<file path="src/rtl/imem_ws.sv">
// imem_ws: writable instruction memory with wait states and a valid/ready fetch handshake.
// Unwritten or out-of-range words read as zero; out-of-range fetches also flag rsp_err.
module imem_ws #(
    parameter int N     = 32,
    parameter int AW    = 6,
    parameter int DEPTH = 64,
    parameter int WAIT  = 1
) (
    input  logic          clk,
    input  logic          reset,
    input  logic          req_valid,
    output logic          req_ready,
    input  logic [AW-1:0] req_addr,
    output logic          rsp_valid,
    input  logic          rsp_ready,
    output logic [N-1:0]  rsp_data,
    output logic          rsp_err,
    input  logic          wr_en,
    input  logic [AW-1:0] wr_addr,
    input  logic [N-1:0]  wr_data
);
    typedef enum logic [1:0] {S_IDLE, S_WAIT, S_RESP} state_t;
    state_t        r_state;
    logic [3:0]    r_cnt;
    logic [AW-1:0] r_addr;
    logic [N-1:0]  r_mem [DEPTH];
    logic [N-1:0]  r_rsp_data;
    logic          r_rsp_err;
    logic          w_rd_ok;
    logic          w_wr_ok;
    assign w_rd_ok   = 32'(r_addr) < 32'(DEPTH);
    assign w_wr_ok   = 32'(wr_addr) < 32'(DEPTH);
    assign req_ready = r_state == S_IDLE;
    assign rsp_valid = r_state == S_RESP;
    assign rsp_data  = r_rsp_data;
    assign rsp_err   = r_rsp_err;
    // Every fetch spends at least one cycle in S_WAIT, so capture lands WAIT+1 edges after acceptance.
    always_ff @(posedge clk or negedge reset) begin
        if (!reset) begin
            r_state    <= S_IDLE;
            r_cnt      <= '0;
            r_addr     <= '0;
            r_rsp_data <= '0;
            r_rsp_err  <= 1'b0;
            for (int i = 0; i < DEPTH; i++) r_mem[i] <= '0;
        end else begin
            if (wr_en && w_wr_ok) r_mem[wr_addr] <= wr_data;
            case (r_state)
                S_IDLE: if (req_valid) begin
                    r_state <= S_WAIT;
                    r_addr  <= req_addr;
                    r_cnt   <= 4'(WAIT);
                end
                S_WAIT: if (r_cnt == 4'd0) begin
                    r_state    <= S_RESP;
                    r_rsp_data <= w_rd_ok ? r_mem[r_addr] : '0;
                    r_rsp_err  <= !w_rd_ok;
                end else begin
                    r_cnt <= r_cnt - 4'd1;
                end
                S_RESP: if (rsp_ready) r_state <= S_IDLE;
                default: r_state <= S_IDLE;
            endcase
        end
    end
endmodule
</file>
<file path="config.mk">
export PLATFORM = sky130hd
export DESIGN_NAME = imem_ws
export DESIGN_NICKNAME = d
export VERILOG_FILES = /design/src/rtl/imem_ws.sv
export SDC_FILE = /design/constraint.sdc
export NUM_CORES = 2
export LEC_CHECK = 0
export ABC_AREA = 0
export BUFFER_PORTS_ARGS = -buffer_cell sky130_fd_sc_hd__buf_4
export CORE_ASPECT_RATIO = 2
export CORE_MARGIN = 8
export CORE_UTILIZATION = 55
export CTS_CLUSTER_SIZE = 30
export DETAILED_ROUTE_END_ITERATION = 10
export PLACE_DENSITY = 0.68
export SLEW_MARGIN = 20
export SYNTH_ARGS = -nofsm -noshare
export SYNTH_HDL_FRONTEND = slang
export SYNTH_SLANG_ARGS = --single-unit
</file>
<file path="constraint.sdc">
create_clock -name clk -period 5.5 [get_ports clk]
set_input_delay 0.55 -clock clk [delete_from_list [all_inputs] [get_ports clk]]
set_output_delay 0.55 -clock clk [all_outputs]
set_load 0.1 [all_outputs]
</file>
; ---- Word level (Yosys, flattened, before mapping)
; Cells that the tools add are included.
; Widths: inputs -> output; s select.
[classes]
n_addsub = 1
n_lt_le_gt_ge = 3
n_eq_ne = 6
n_mux = 13
bitwise_logic = 2
n_reduce_logical = 8
[ops]
columns = op, n
row1 = $bwmux 2048, 1
row2 = $bmux 32 s6, 1
row3 = $demux 32 s6, 1
row4 = $mux 32, 3
row5 = $ge 7x7->1 const B, 2
row6 = $not 6->7, 2
row7 = $mux 4, 2
row8 = $pmux 4 s2, 1
row9 = $lt 7x1->1 const B, 1
row10 = $mux 2, 3
row11 = $ne 2x2->1 const B, 3
row12 = $pmux 2 s3, 1
row13 = $reduce_and 3->1, 2
row14 = $logic_not 4->1, 1
row15 = $reduce_and 2->1, 2
row16 = $sub 4x1->4 const B, 1
row17 = $eq 2x1->1 const B, 1
row18 = $eq 2x2->1 const B, 1
row19 = $logic_not 2->1, 1
row20 = $ne 2x1->1 const B, 1
row21 = $reduce_bool 2->1, 1
row22 = $logic_and 1x1->1, 1
[totals]
regBits = 2092
output_inout_bits = 35
word_cells = 101

; ---- Longest topological paths before layout
[depth]
depth_word = 6
ltp_mapped = 11

; ---- Least setup slack after synthesis
; Ideal clock, no wire load.
[synth_path]
path_kind = register to register
start = register r_state[0]
end = register r_cnt[1]
t_arrival_ns = 2.701
slack_ns = 2.674
path_stages_with_launch = 6
period_less_slack_ns = 2.826
path_cell_list = dfrtp_1 -> nor2_1 -> and2_1 -> clkbuf_1 -> or2_2 -> mux2_2
[synth_between]
elab_chain_cells = 3
[synth_lines]
columns = element, line_no
row1 = "start, declared", 23  ; state_t r_state;
row2 = "start signal, assigned", 40  ; r_state <= S_IDLE;
row3 = "start signal, assigned", 50  ; r_state <= S_WAIT;
row4 = "start signal, assigned", 55  ; r_state <= S_RESP;
row5 = $logic_not 2->1 (*), --
row6 = via req_ready, 12  ; output logic req_ready,
row7 = $ne 2x2->1 (no line) / $reduce_bool 2->1 (equally long branches), --
row8 = $reduce_and 3->1 (no line), --
row9 = "end signal, assigned", 52  ; r_cnt <= 4'(WAIT);
row10 = "end signal, assigned", 59  ; r_cnt <= r_cnt - 4'd1;
row11 = "end, declared", 24  ; logic [3:0] r_cnt;
; The timed path passes the listed nets; every way through them passes the cells marked *.
; A chain may end at the register's enable or synchronous reset.

; ---- Final worst setup path
[layout_path]
start = register r_addr[2]
end = register r_rsp_data[14] (netlist: rsp_data[14])
[layout_between]
elab_chain_cells = 4
[layout_lines]
columns = element, line_no
row1 = "start, declared", 25  ; logic [AW-1:0] r_addr;
row2 = "start signal, assigned", 51  ; r_addr <= req_addr;
row3 = $not 6->7 (implied by the code), 56  ; r_rsp_data <= w_rd_ok ? r_mem[r_addr] : '0;
row4 = $bmux 32 s6, 56
row5 = $mux 32 (implied by the code) (2 in series), 56
row6 = "end signal, assigned", 56
row7 = "end, declared", 27  ; logic [N-1:0] r_rsp_data;
; Every way passes these cells. The select of a mux whose other input is x is not followed.

==> metrics.md <==
| Metric | Value |
|---|---|
| Crit Path Max Fanout | `85` |
| Dpl hpwl | `158,000 um` |
| Outcome | `finished, final reports clean` |
| Share of post-route cells with drive strength above 1 | `0.483` |
| Largest family of logic cells by synthesized area | `multiplexers` |
| Critical Path Source Type | `register` |
| I/O Pins | `84` |
| Initial antenna violation count | `16` |
| Post-synthesis simple-gate area fraction | `0.0114` |
| Setup tns final | `0 ns` |
| Sequential-to-total area share from yosys stat | `0.553` |
| Slew margin rel. | `0.200` |
| Synth unique cells | `39` |
| Maximum clock path buffer count | `4` |
| Yosys warns | `0` |
| Cts repair resizes | `0` |
| Area delta synth->final | `9.53%` |
| CTS Root Cell | `clkbuf_16` |
| # rows | `215` |
| Drt pass-1 iters | `5` |
| Post-Route WL | `264,000 um` |
| Die width | `309 um` |
| I/O Buffers | `82` |
| Vias in the first global route | `58,800` |
| RSZ-0062 raised after global routing | `no` |
| Num CTS Buffers | `189` |
| Maximum vdd drop | `0.376 mV` |
| Final period util | `0.743` |
| Type of the most critical hold path | `in2reg` |
| Minimum clock period | `4.08 ns` |
| Commonest non-fill, non-tap cell in the layout | `dfrtp_1` |
| Die area | `186,000 um2` |
| Area leader, netlist | `dfrtp_1` |
| DR vias | `54,700` |
| Crit-path cells | `buf_12, mux4_2, o21ai_0, o211ai_1, a221o_1` |
| LEAKAGE | `0.0486 uW` |
| CTS sink count | `2,092` |
| Synth Area in Adders | `0.000264` |
| F_max | `0.245 GHz` |
| Crit path DAT | `4.78 ns` |
| CP Capture Type | `register` |
| Endpoints failing setup | `0` |
| GRT Resource Usage Total | `0.284` |
| Mapped Area | `94,600 um2` |
| Post-Layout Cell Count | `8,494` |
| Yosys reg bits | `2,092` |
| Max_cap viols | `0` |
| Routed wire per std cell | `31.1 um` |
| Proportion of synthesized area in mux cells | `0.374` |
| Worst-margin pin slew | `1.17 ns` |
| Synth area leaders | `dfrtp_1 55%, mux2_2 25%, mux4_2 7.5%, mux2i_1 5.4%, a22oi_1 2.0%` |
| Drt initial violations | `3,826` |
| FILL cells | `13,200` |
| Synth Area in XOR/XNOR | `0.000185` |
| Routability Congestion | `0.809` |
| Synthesized area per cell | `15.1 um2` |
| Post-route DRC | `0` |
| Syn Inst Count | `6,268` |
| Kind of critical path | `reg2reg` |
| Vias per Instance | `6.43` |
| Critical path's largest stage delay | `1.09 ns` |
| Final nets | `6,129` |
| Core Area | `171,000 um2` |
| Slew Limit Fails | `0` |
| Post-Place Cells | `8,157` |
| PD cells | `452 nW/um2` |
| Syn nets | `6,319` |
| Post-DRT Antenna Nets | `0` |
| Yosys top cell area share | `0.553` |
| CP max-delay cell | `dfrtp_4` |
| Pin count of the biggest net entering global routing | `185` |
| Insertion delay to the later sink of the worst-skew pair | `0.83 ns` |
| Commonest cells after routing, fill and taps aside | `2,087 x dfrtp_1, 2,067 x mux2_2, 506 x mux2i_1` |
| Initial Utilization | `0.553` |
| CTS tree | `yes` |
| Clk_skew | `0.0339 ns` |
| Die height | `603 um` |
| Total Power | `46,800 uW` |
| Clk slew on worst S/H paths | `0.07 ns` |
| First-pass GRT wire length | `397,000 um` |
| GRT overflow | `0` |
| CP required | `6.20 ns` |
| Final hold vios | `0` |
| Synth Area in Compound Gates | `0.0322` |
| Max H-tree Level | `4` |
## cells by family (layout without fill, tap and decap cells)
family / count (synthesis) / in the layout
and+or+nand+nor: 223 / 223
muxes: 2887 / 2887
adders and majority gates: 2 / 2
DFF: 2092 / 2092
xor gates and xnor gates: 2 / 2
other: 1 / 5
buffers and inverters: 640 / 584
AOI/OAI and AO/OA: 421 / 421
## path summary, 6_finish.rpt
| check | start | cells past startpoint | slack [ns] | endpoint |
|---|---|---|---|---|
| worst max-delay path | r_addr[2] | 5 | 1.42 | rsp_data[14] |
| worst min-delay path | req_addr[5] | 2 | 0.06 | r_addr[5] |
| worst max register to register | r_addr[2] | 5 | 1.42 | rsp_data[14] |
| worst min register to register | r_mem[231] | 1 | 0.50 | r_mem[231] |
| max in group asynchronous | reset | 4 | 3.48 | r_mem[305] |
| min in group asynchronous | reset | 2 | 0.31 | r_mem[1856] |
## registers in the layout, indices dropped and copies added, names as in the netlist
signal    cells
r_state       2
r_mem      2048
r_cnt         4
r_addr        6
rsp_data     32
## per-stage QoR
stage                     hold WS, ns  cell area, um2  worst slack (ns)   util
final                          0.0629          104000              1.42  0.606
after global routing           0.0460          104000              1.42  0.606
after CTS                      0.0151          104000              1.43  0.605
after detailed placement        0.489           97500              1.45  0.570
after global placement          0.482           97500              1.40  0.570
after floorplan                 0.254           94600              2.67      -
## routing by layer
layer	up-vias	GRT usage	wire (um)
met1	29900	0.355	102000
li1	22700	-	-
met2	1435	0.503	139000
met4	14	0.108	11200
met3	549	0.0353	11200
met5	-	0	93
## worst max-delay path: cells and delay by family, from the launching register on
kind | cells | cell delay [ns]
AOI/OAI and AO/OA | 3 | 1.61
muxes | 1 | 0.57
DFF | 1 | 1.09
buffers and inverters | 1 | 0.56
## area by class of cell
| class | instances | area, um2 | share of cell area |
|---|---|---|---|
| repair buffers | 256 | 2280 | 0.0220 |
| multi-input cells | 3536 | 40100 | 0.387 |
| clock buffers | 272 | 5540 | 0.0534 |
| clock inverters | 53 | 495 | 0.00478 |
| well taps | 2278 | 2850 | 0.0275 |
| inverters | 3 | 11.3 | 0.000109 |
| diodes | 4 | 10.0 | 0.0000966 |
| flip-flops and latches | 2092 | 52400 | 0.505 |
## cells in the mapped netlist (all sizes together)
cell     number
inv           3
nor3b         3
mux4        314
nor3          2
clkbuf      370
or3           1
a211oi        6
nand3        43
o22ai         6
o211ai       30
a31oi        30
and3         31
nor2         86
mux2       2067
dfrtp      2092
xor2          2
o21ai        58
nor2b        13
a21oi         3
a221o        32
nand4         2
buf         267
mux2i       506
nand3b        3
or3b          2
conb          1
or2           1
a2111oi       6
a22oi       249
and2          7
o21bai        1
nand2        25
nand2b        4
ha            2
## power breakdown
group | internal [uW] | switching [uW]
registers | 17500 | 1550
logic | 6390 | 8180
clock network | 7350 | 5820
total | 31300 | 15500
## repair_timing
action                                 4_1_cts  5_1_grt
hold buffers                                 7        0
setup buffers                                0        0
endpoints found under the hold margin       95        0
Note: power is estimated with default switching activity, not from simulation.
